===== src/rtl/arith_pkg.sv =====
// Shared arithmetic-datapath definitions: divider FSM states, default
// operand widths and a constant-width helper used to size counters.
package arith_pkg;

  localparam int DIV_N = 32;
  localparam int DIV_D = 16;

  typedef enum logic [1:0] {
    IDLE = 2'd0,
    CALC = 2'd1,
    FIN  = 2'd2
  } div_state_t;

  // Bits needed to hold 0..value-1; never less than one bit.
  function automatic int clog2(input int value);
    int w;
    w = 0;
    while ((1 << w) < value) w++;
    return (w < 1) ? 1 : w;
  endfunction

endpackage


===== src/rtl/div_step.sv =====
// One combinational restoring-division step: shift the next dividend bit
// into the partial remainder and subtract the divisor if it fits.
module div_step
  import arith_pkg::*;
#(
  parameter int D = DIV_D
) (
  input  logic [D:0]   r,
  input  logic         q_msb,
  input  logic [D-1:0] m,
  output logic [D:0]   r_next,
  output logic         q_bit
);

  logic [D:0] r_shift;
  logic [D:0] diff;

  // The shifted-out r[D] would make the true value exceed any divisor, so it
  // forces a successful subtract; the borrow bit diff[D] decides otherwise.
  assign r_shift = {r[D-1:0], q_msb};
  assign diff    = r_shift - {1'b0, m};
  assign q_bit   = r[D] | ~diff[D];
  assign r_next  = q_bit ? diff : r_shift;

endmodule


===== src/rtl/div_32by16_seq.sv =====
// Sequential restoring divider, one quotient bit per clock, start/done
// handshake. Define DIV_SIGNED_EN for two's-complement operands.
module div_32by16_seq
  import arith_pkg::*;
#(
  parameter int N = DIV_N,
  parameter int D = DIV_D
) (
  input  logic         clk,
  input  logic         rst_n,
  input  logic         start,
  input  logic [N-1:0] dividend,
  input  logic [D-1:0] divisor,
  output logic         busy,
  output logic         done,
  output logic [N-1:0] quotient,
  output logic [D-1:0] remainder,
  output logic         dbz
);

  localparam int CW = clog2(N);

  localparam logic [1:0] ST_IDLE = IDLE;
  localparam logic [1:0] ST_CALC = CALC;
  localparam logic [1:0] ST_FIN  = FIN;

  logic [1:0]    state;
  logic [CW-1:0] cnt;
  logic [D:0]    r_q;
  logic [N-1:0]  q_q;
  logic [D-1:0]  m_q;
  logic          dbz_pend;

  logic [D:0]    r_next;
  logic          q_bit;

  logic [N-1:0]  a_mag;
  logic [D-1:0]  b_mag;
  logic [N-1:0]  q_final;
  logic [D-1:0]  r_final;
  logic          divisor_zero;

  assign divisor_zero = (divisor == '0);

  div_step #(.D(D)) u_step (
    .r      (r_q),
    .q_msb  (q_q[N-1]),
    .m      (m_q),
    .r_next (r_next),
    .q_bit  (q_bit)
  );

`ifdef DIV_SIGNED_EN
  logic q_neg;
  logic r_neg;

  // Magnitudes feed the unsigned core; -2^(N-1) maps to 2^(N-1) unchanged.
  assign a_mag   = dividend[N-1] ? -dividend : dividend;
  assign b_mag   = divisor[D-1]  ? -divisor  : divisor;
  assign q_final = q_neg ? -q_q : q_q;
  assign r_final = r_neg ? -r_q[D-1:0] : r_q[D-1:0];
`else
  assign a_mag   = dividend;
  assign b_mag   = divisor;
  assign q_final = q_q;
  assign r_final = r_q[D-1:0];
`endif

  always_ff @(posedge clk or negedge rst_n) begin
    if (!rst_n) begin
      state     <= ST_IDLE;
      cnt       <= '0;
      r_q       <= '0;
      q_q       <= '0;
      m_q       <= '0;
      dbz_pend  <= 1'b0;
      busy      <= 1'b0;
      done      <= 1'b0;
      dbz       <= 1'b0;
      quotient  <= '0;
      remainder <= '0;
`ifdef DIV_SIGNED_EN
      q_neg     <= 1'b0;
      r_neg     <= 1'b0;
`endif
    end else begin
      // NOTE: done defaults low every cycle and only FIN raises it, so it is a
      // single-cycle pulse without a separate clear path; all state uses <=.
      done <= 1'b0;
      case (state)
        ST_IDLE: begin
          if (start) begin
            // On divide-by-zero Q keeps the raw dividend so FIN can echo it.
            q_q      <= divisor_zero ? dividend : a_mag;
            m_q      <= b_mag;
            r_q      <= '0;
            cnt      <= CW'(N - 1);
            busy     <= 1'b1;
            dbz_pend <= divisor_zero;
`ifdef DIV_SIGNED_EN
            q_neg    <= dividend[N-1] ^ divisor[D-1];
            r_neg    <= dividend[N-1];
`endif
            state    <= divisor_zero ? ST_FIN : ST_CALC;
          end
        end

        ST_CALC: begin
          q_q <= {q_q[N-2:0], q_bit};
          r_q <= r_next;
          if (cnt == '0) begin
            state <= ST_FIN;
          end else begin
            cnt <= cnt - 1'b1;
          end
        end

        ST_FIN: begin
          if (dbz_pend) begin
            quotient  <= '1;
            remainder <= q_q[D-1:0];
            dbz       <= 1'b1;
          end else begin
            quotient  <= q_final;
            remainder <= r_final;
            dbz       <= 1'b0;
          end
          done  <= 1'b1;
          busy  <= 1'b0;
          state <= ST_IDLE;
        end

        default: begin
          state <= ST_IDLE;
          busy  <= 1'b0;
        end
      endcase
    end
  end

endmodule


===== config.mk =====
export PLATFORM = sky130hd
export DESIGN_NAME = div_32by16_seq
export DESIGN_NICKNAME = d
export VERILOG_FILES = /design/src/rtl/arith_pkg.sv /design/src/rtl/div_step.sv /design/src/rtl/div_32by16_seq.sv
export SDC_FILE = /design/constraint.sdc
export NUM_CORES = 1
export LEC_CHECK = 0
export CAP_MARGIN = 20
export CELL_PAD_IN_SITES_DETAIL_PLACEMENT = 1
export CELL_PAD_IN_SITES_GLOBAL_PLACEMENT = 2
export CORE_AREA = 3 3 138 140
export CTS_CLUSTER_DIAMETER = 200
export DETAILED_ROUTE_END_ITERATION = 8
export DIE_AREA = 0 0 141 143
export MAX_ROUTING_LAYER = met4
export PLACE_DENSITY_LB_ADDON = 0.1
export SLEW_MARGIN = 20
export SYNTH_ARGS = -nofsm -noshare
export SYNTH_HDL_FRONTEND = slang
export SYNTH_SLANG_ARGS = --single-unit

===== constraint.sdc =====
create_clock -name clk -period 6.5 [get_ports clk]
set_input_delay 0.975 -clock clk [delete_from_list [all_inputs] [get_ports clk]]
set_output_delay 0.975 -clock clk [all_outputs]
set_load 0.05 [all_outputs]

Word-level counts from Yosys, hierarchy flattened

Cells that the tools add are included.

Input bits: 51
Word-level logic and storage cells: 48
Output and inout bits: 51
Register bits: 124

Bitwise logic cells: 3
Mux-type cells: 18
Equal/unequal tests: 5
$add $sub $neg: 2
Reduce and logical (&&, ||, !) cells: 9

Operator list:

| operator            | number |
|---|---|
| $mux 32             | 2 |
| $pmux 32 s2         | 1 |
| $mux 17             | 2 |
| $pmux 17 s2         | 1 |
| $sub 17x16->17      | 1 |
| $logic_not 16->1    | 1 |
| $mux 16             | 1 |
| $mux 5              | 2 |
| $pmux 5 s2          | 1 |
| $reduce_and 2->1    | 4 |
| $mux 2              | 3 |
| $ne 2x2->1 const B  | 3 |
| $logic_not 5->1     | 1 |
| $sub 5x1->5 const B | 1 |
| $pmux 2 s2          | 1 |
| $mux 1              | 3 |
| $reduce_and 3->1    | 1 |
| $eq 2x1->1 const B  | 1 |
| $eq 2x2->1 const B  | 1 |
| $logic_not 2->1     | 1 |
| $not 1->1           | 2 |
| $pmux 1 s2          | 1 |
| $reduce_bool 2->1   | 1 |
| $or 1x1->1          | 1 |

Longest topological paths before layout

Gate-level depths: netlist of run 1.

Depth after elaboration: 5
Gate-level depth with buffers: 12
Depth with buffers taken out: 11

By module

From an unflattened synthesis of run 1, not the netlist that was laid out.

Cell total of the unflattened synthesis: 672
Area, all modules: 6239.7 um^2

By module, submodules not included:

| module         | seq. area each (um^2) | times used | cells each | area an instance (um^2) |
|---|---|---|---|---|
| div_32by16_seq | 3103.0                | 1          | 526        | 5260.0 |
| div_step       | 0.0                   | 1          | 146        | 979.7 |

Worst setup path after synthesis of run 1

OpenSTA, ideal clock, no wires.

Path kind: reg-to-reg
Start point: register q_q[31] (netlist: q_final[31])
End point: register r_q[10]
Buffers on the path: 1
Library setup time: 0.140 ns
Cell stages (with the launch flop): 13
Required time: 6.360 ns
Arrival: 2.347 ns
Period minus slack after synthesis: 2.487 ns
Setup slack: 4.013 ns
Path through: dfrtp_1 inv_1 ha_1 inv_1 fa_1 a211oi_1 o211ai_2 nand4_1 o21a_1 o211ai_4 buf_6 a32oi_1 o31ai_1

Cells in the longest elaborated chain, start to end: 5

RTL lines:

| element                  | line                  | source |
|---|---|---|
| start: declaration       | div_32by16_seq.sv:30  | `logic [N-1:0] q_q;` |
| start signal: assignment | div_32by16_seq.sv:94  | `q_q <= divisor_zero ? dividend : a_mag;` |
| start signal: assignment | div_32by16_seq.sv:109 | `q_q <= {q_q[N-2:0], q_bit};` |
| $sub 17x16->17 (*)       | div_step.sv:21        | `assign diff = r_shift - {1'b0, m};` |
| $not 1->1                | div_step.sv:22        | `assign q_bit = r[D] \| ~diff[D];` |
| $or 1x1->1               | div_step.sv:22        |  |
| $mux 17 (*)              | div_step.sv:23        | `assign r_next = q_bit ? diff : r_shift;` |
| $pmux 17 s2 (*)          | div_32by16_seq.sv:90  | `case (state)` |
| end signal: assignment   | div_32by16_seq.sv:110 | `r_q <= r_next;` |
| end: declaration         | div_32by16_seq.sv:29  | `logic [D:0] r_q;` |

Every way passes the cells marked *; elsewhere a longest branch is shown, timed or not.
A chain may end at the register's enable or synchronous reset.

Worst setup path in the final report of run 1

Start point: register q_q[31] (netlist: q_final[31])
End point: register r_q[1]

The elaborated chain is that of the path after synthesis.

==> key figures, run 1 <==
STA
  • Slew @ Worst Pin: 918.5 ps
  • Fin crit period: 2854 ps
  • Setup slack after layout: approximately 3600 ps
  • Setup TNS: 0 ps
  • Fmax: 350.4 MHz
  • Final worst path period share: 43.90%
  • Worst slew margin: 38.64%
  • Post-route clock skew: about 9.6 ps
  • Max Transition Viols Final: 0
  • Final setup vio count: 0
  • Final Hold Fails: 0
  • RSZ-0062 raised after global routing: false

Power
  • Cell Int Power: 2631 uW
  • Flop pwr share: 28.6%
  • Leak: between 0.003 and 0.004 uW
  • Sw power: 2023 uW
  • Clk pwr share: between 20% and 30%
  • Sw frac: 43.46%
  • PwrDens: about 560 nW/um2
  • Power share of the combinational group: 48.6%
  • Max rail drop VDD: 214.2 uV

Detailed routing
  • Initial DRC count: 300
  • Final wirelength: about 19 mm
  • Detail Route Antenna Nets: 0
  • Remaining DRCs: 0
  • Vias post-DR: 5510
  • WL/cell: roughly 19 um
  • Vias per inst: 5.329
  • First-pass DRT Iterations: 4

Cells and area
  • FILL cells: 2058
  • Diode count: 0
  • Commonest cells after routing, fill and taps aside: dfrtp_1 (123), nand2_1 (107), o21ai_0 (104)
  • Share of cells above drive strength 1: under 10%
  • Layout area overhead: 28.53%
  • Nets: 862
  • Leading cell type in the layout, fill and taps excluded: dfrtp_1

Die
  • Initial Utilization: between 30% and 40%
  • I/O Pins: roughly 100
  • Die width: 141 um
  • Core area: 17960 um2
  • Die height: 143 um
  • Cell row count: 49
  • Die Area: 20160 um2

Worst setup path
  • R2R cell count: 11
  • Startpoint Class: register
  • CP startpoint: q_final[31]
  • Critical R2R Launch: q_final[31]
  • CP arrival: roughly 3200 ps
  • Setup crit end kind: register
  • CP max FO: 23
  • Class of the most critical setup path: register to register
  • Worst path required time: 6800 ps

Hold path
  • Hold crit path type: register to register
  • Hold Startpoint: dbz
  • Min-Delay Path Depth: 2

Clock network
  • Max clock buf depth: 2
  • Setup Buffers After CTS: 0
  • CTS Root Cell: clkbuf_16
  • Clk slew on worst S/H paths: 60 ps
  • CTS tree: yes
  • PostCTS Resize Cnt: 0
  • Hold Buf Count CTS: 0
  • H-tree levels: 4
  • Number of CTS-inserted buffers: 17
  • Worst-skew pair later-pin latency: approximately 430 ps
  • Clock sinks: 124

Yosys
  • Post-Syn Area: 6460 um2
  • Cell taking the most area after synthesis: dfrtp_1
  • Async S/R FF share, synth: 100.0%
  • Ranking of synthesized cells by area: dfrtp_1 (48%), o21ai_0 (8.1%), nand2_1 (6.2%)
  • Avg Inst Size Synth: 9.086 um2
  • Number of warning messages in the yosys log: 0
  • Netlist cell types: 52
  • Top cell type's share of synthesized area: around 48%
  • Synth Net Count: 781
  • Synth Instances: 711
  • FF+latch count, synth: 124
  • Seq/Total Area, Yosys: 48.03%
  • Post-synth EDFFs: 0
  • Top FF cell, synth: dfrtp_1

Flow run
  • Max cap viols: 0

Place
  • Gpl congestion: 0.8282
  • Worst slack, placed: 3558 ps
  • HPWL Detailed: roughly 14 mm
  • I/O Buffers: 101

GRT
  • Largest net degree at the start of global routing: 78
  • Initial antenna violation count: 0
  • Vias in the first global route: just under 6000
  • First-pass GRT wire length: 31.44 mm
  • GR Overflow Total: 0
  • Gr usage total: 20.41%

Run status
  • Outcome: completed
critical path, cell delays in order (launching register included):
cell and delay (ps):
dfrtp_1 410, inv_1 70, ha_1 170, inv_1 60
fa_1 410, a211oi_1 370, o211ai_2 160, nand4_1 200
o2111ai_2 180, o211ai_4 360, mux2i_1 270, o21ai_1 70
through the flow:
step                area, um2  total power, uW  std cells  utilization, %  hold slack (ps)
floorplan                6460             2940        711               -            452.3
global placement         7640             3519       1002           42.53            459.5
detailed placement       7640             3610       1002           42.53            462.6
CTS                      8297             4692       1034           46.19            477.4
global route             8303             4997       1034           46.22            497.1
finish                   8303             4654       1034           46.22            471.8
per-layer routing:
metal,part of all wire (%),up-vias,GRT usage (%),routed length (um)
met4,1.2,0,5.507,226
li1,-,2660,-,-
met3,4.4,19,3.751,849
met5,0,-,-,0
met1,47,2716,26.85,9213
met2,47,115,32.66,9111
cell families (layout without fill, tap and decap cells):
| group | count (synthesis) | count (layout) | synth area share (%) |
|---|---|---|---|
| flops | 124 | 124 | 48.03 |
| buf+inv | 74 | 168 | 4.551 |
| mux | 20 | 20 | 3.099 |
| compound gates | 242 | 242 | 23.38 |
| simple gates | 218 | 218 | 15.24 |
| xor+xnor | 14 | 14 | 1.898 |
| fa+ha+maj | 19 | 19 | 3.796 |
flip-flops by register name, indices dropped and copies added, names as in the netlist:
signal and flops:
remainder 16, dbz 1, q_final 32, m_q 16, busy 1, quotient 32
r_q 17, state 2, dbz_pend 1, done 1, cnt 5
cell usage after synthesis (3+ instances only):
library cell    n
nor3_1          6
xor2_1          6
a22oi_1        32
dfrtp_1       124
nand4_1         4
ha_1           18
inv_1          26
o21ai_0       104
o311ai_0        3
a32oi_1         4
nand2_1       107
nor2_1         40
o21ai_1         9
o211ai_1        3
mux2i_1        20
o311ai_1        3
a21o_1          6
a211oi_1        3
o311ai_2        6
clkbuf_1       44
nand2b_1        4
a21oi_1        50
nor2b_1        36
nand3_1        10
xnor2_1         8
nor4_1          4
power groups by stage:
stage	Sequential (uW)	Combinational, uW	Clock (uW)
after CTS	1330	2270	1080
after floorplan	1460	1480	0
final	1330	2260	1070
after global routing	1370	2510	1120
after global placement	1330	2190	0
after detailed placement	1340	2270	0
cell type report:
type	count	area (um2)	area share [%]
timing repair buffer	110	1080	13.00
clock inverter	13	214.0	2.577
clock buffer	19	442.9	5.335
sequential	124	3107	37.42
tap	229	286.5	3.451
multi-input combinational	513	3075	37.04
inverter	26	97.59	1.175
worst paths after layout:
path / to / slack (ps)
max: r_q[1] / 3650
min: dbz / 470
max reg2reg: r_q[1] / 3650
min reg2reg: dbz / 470
max in group asynchronous: dbz_pend / 4710
min in group asynchronous: quotient[1] / 590
(Power assumes the default switching activity.)
==> run 2, diff against run 1 <==
--- a/config.mk
+++ b/config.mk
@@ -8,10 +8,10 @@
 export CAP_MARGIN = 20
 export CELL_PAD_IN_SITES_DETAIL_PLACEMENT = 1
 export CELL_PAD_IN_SITES_GLOBAL_PLACEMENT = 2
-export CORE_AREA = 3 3 138 140
+export CORE_AREA = 3 3 144 146
 export CTS_CLUSTER_DIAMETER = 200
 export DETAILED_ROUTE_END_ITERATION = 8
-export DIE_AREA = 0 0 141 143
+export DIE_AREA = 0 0 147 149
 export MAX_ROUTING_LAYER = met4
 export PLACE_DENSITY_LB_ADDON = 0.1
 export SLEW_MARGIN = 20
==> constraint.sdc (replaced) <==
create_clock -name clk -period 2.65 [get_ports clk]
set_input_delay 0.3975 -clock clk [delete_from_list [all_inputs] [get_ports clk]]
set_output_delay 0.3975 -clock clk [all_outputs]
set_load 0.05 [all_outputs]
==> run 2 against run 1 <==
  * Non-clock buffer count is 41 higher
  * Core utilization down 1.0 points
  * Die area up 8.6%
  * Register-to-register slack got worse by 3600 ps
  * Hold slack gained 7.0 ps
  * Count of clock-buffer cells in the layout decreased by 1
  * Combinational power grew to 3.0 times the previous value
  * Highest routed layer unchanged
  * Final area increased by 6.4%
==> key figures, run 2 (synthesis gave the netlist of run 1 again) <==
Run status
  • Outcome: completed

Cells and area
  • FILL cells: 2240
  • Layout area overhead: 36.70%
  • Share of cells above drive strength 1: 12.97%
  • Diode count: 0
  • Storage cell area: just over 3000 um2
  • Commonest cells after routing, fill and taps aside: dfrtp_1 (123), nand2_1 (107), o21ai_0 (104)
  • Nets: approximately 900
  • Area of the multi-input gates: 3218 um2
  • Layout Cells excl Fill: roughly 1100
  • Leading cell type in the layout, fill and taps excluded: dfrtp_1

Die
  • I/O Pins: 102
  • Cell row count: about 50
  • Initial Utilization: 33.08%
  • Core area: 19530 um2
  • Die height: 149 um
  • Die Area: 21900 um2
  • Die width: between 100 and 150 um

GRT
  • GRT busiest layer: met2
  • Gr usage total: 20.14%
  • Initial antenna violation count: 0
  • GR Util met1: 27.45%
  • Vias in the first global route: slightly below 6000
  • Grt met3 use: 3.434%
  • First-pass GRT wire length: 34.00 mm
  • Largest net degree at the start of global routing: between 60 and 70
  • GR Overflow Total: 0
  • GR Util met2: 31.23%

Detailed routing
  • WL/cell: between 15 and 20 um
  • First-pass DRT Iterations: 5
  • Vias post-DR: 5729
  • Initial DRC count: 243
  • Remaining DRCs: 0
  • Vias per inst: 5.147
  • Detail Route Antenna Nets: 0
  • Final wirelength: 20.91 mm

Worst setup path
  • Class of the most critical setup path: register to register
  • Crit path cell chain: inv_2 -> ha_4 -> inv_2 -> fa_2 -> a211oi_4 -> o211ai_4 -> nand4_1 -> o2111ai_4 -> buf_12 -> o211ai_4 -> mux2i_1 -> o21ai_1
  • Top delay family on crit path: compound AO/OA/AOI/OAI gates
  • Crit-path slowest cell: dfrtp_1
  • Critical R2R Launch: q_final[31]
  • Buffers & Inverters on Critical Path: 3
  • CP startpoint: q_final[31]
  • Capture point of the worst reg-to-reg path: r_q[1]
  • R2R cell count: 12
  • Worst path required time: 2950 ps
  • CP max FO: 6
  • CP arrival: approximately 2900 ps
  • Setup crit end kind: register
  • Critical path's largest stage delay: 380 ps
  • Flop-to-flop setup slack: 90 ps
  • Worst path depth: 12
  • Startpoint Class: register
  • Crit path to: r_q[1]

Hold path
  • Min-Delay Path Depth: 2
  • Hold crit path type: register to register
  • Hold Startpoint: quotient[18]

Power
  • PwrDens: 1435 nW/um2
  • Max rail drop VDD: between 600 and 700 uV
  • Leak: around 0.0037 uW

Clock network
  • H-tree levels: 4
  • Worst-skew pair later-pin latency: 420 ps
  • Clock sinks: 124
  • CTS Root Cell: clkbuf_16
  • CTS tree: yes
  • Max clock buf depth: 2
  • Number of CTS-inserted buffers: 17
  • Clk slew on worst S/H paths: 60 ps

STA
  • Final setup vio count: 0
  • Fmax: 390.2 MHz
  • Final Hold Fails: 0
  • Setup slack after layout: ~87 ps
  • Max Transition Viols Final: 0
  • Final worst path period share: 96.70%
  • Slew @ Worst Pin: 781.4 ps
  • Fin crit period: 2563 ps
  • Post-route clock skew: around 7.4 ps
  • Worst slew margin: around 48%

Place
  • Gpl congestion: 0.8911
  • HPWL Detailed: 15.15 mm
  • I/O Buffers: approximately 100
  • Dpl cells: approximately 1100
  • Worst slack, placed: -191.4 ps

Flow run
  • Max cap viols: 0
==> run 2: cell type report <==
class                   count  area share [%]
inverters                  26           1.105
repair buffers            151           15.98
flip-flops and latches    124           35.15
multi-input cells         516           36.44
well taps                 265           3.755
clock inverters            13           2.706
clock buffers              18           4.860
==> run 2: stage by stage <==
step           total power, uW  hold slack [ps]  instance area (um2)  TNS (ps)  util, %
6_report                 12670            478.8                 8831         0    45.23
5_1_grt                  13570            497.3                 8831    -2.462    45.23
4_1_cts                  12550            483.9                 8766         0    44.89
3_5_place_dp              9389            424.1                 7965     -1659    40.79
3_3_place_gp              9194            421.6                 7965    -14.85    40.79
2_1_floorplan             7211            101.9                 6460         0        -
==> run 2: worst min path at each step <==
| stage | end | slack, ps |
|---|---|---|
| after floorplan | busy | 100 |
| after global placement | quotient[9] | 420 |
| after detailed placement | quotient[9] | 420 |
| after CTS | quotient[18] | 480 |
| after global routing | quotient[11] | 500 |
| final | quotient[18] | 480 |
==> run 2: repair_timing <==
action / CTS / global route
hold buffers: 1 / 0
gates resized for setup: 10 / 11
endpoints found under the hold margin: 37 / 0
pin swaps: 5 / 8
endpoints found under the setup margin: 18 / 18
cloned: 3 / 0
setup buffers: 2 / 3
==> run 2: tightest hold or removal path: stages, from the launching register on <==
cell,delay [ps]
dfrtp_1,340
nand2_1,50
o21ai_0,60
==> run 2: power breakdown <==
group          leakage [uW]  switching [uW]  internal, uW
clock network      0.000317             912          1770
logic               0.00177            3900          2810
registers           0.00161             682          2590
==> run 2: routing by layer <==
metal	vias to the layer above	share of wire, %
met2	115	47
met5	-	0
met3	15	3.5
met4	0	1.2
met1	2829	48
li1	2770	-
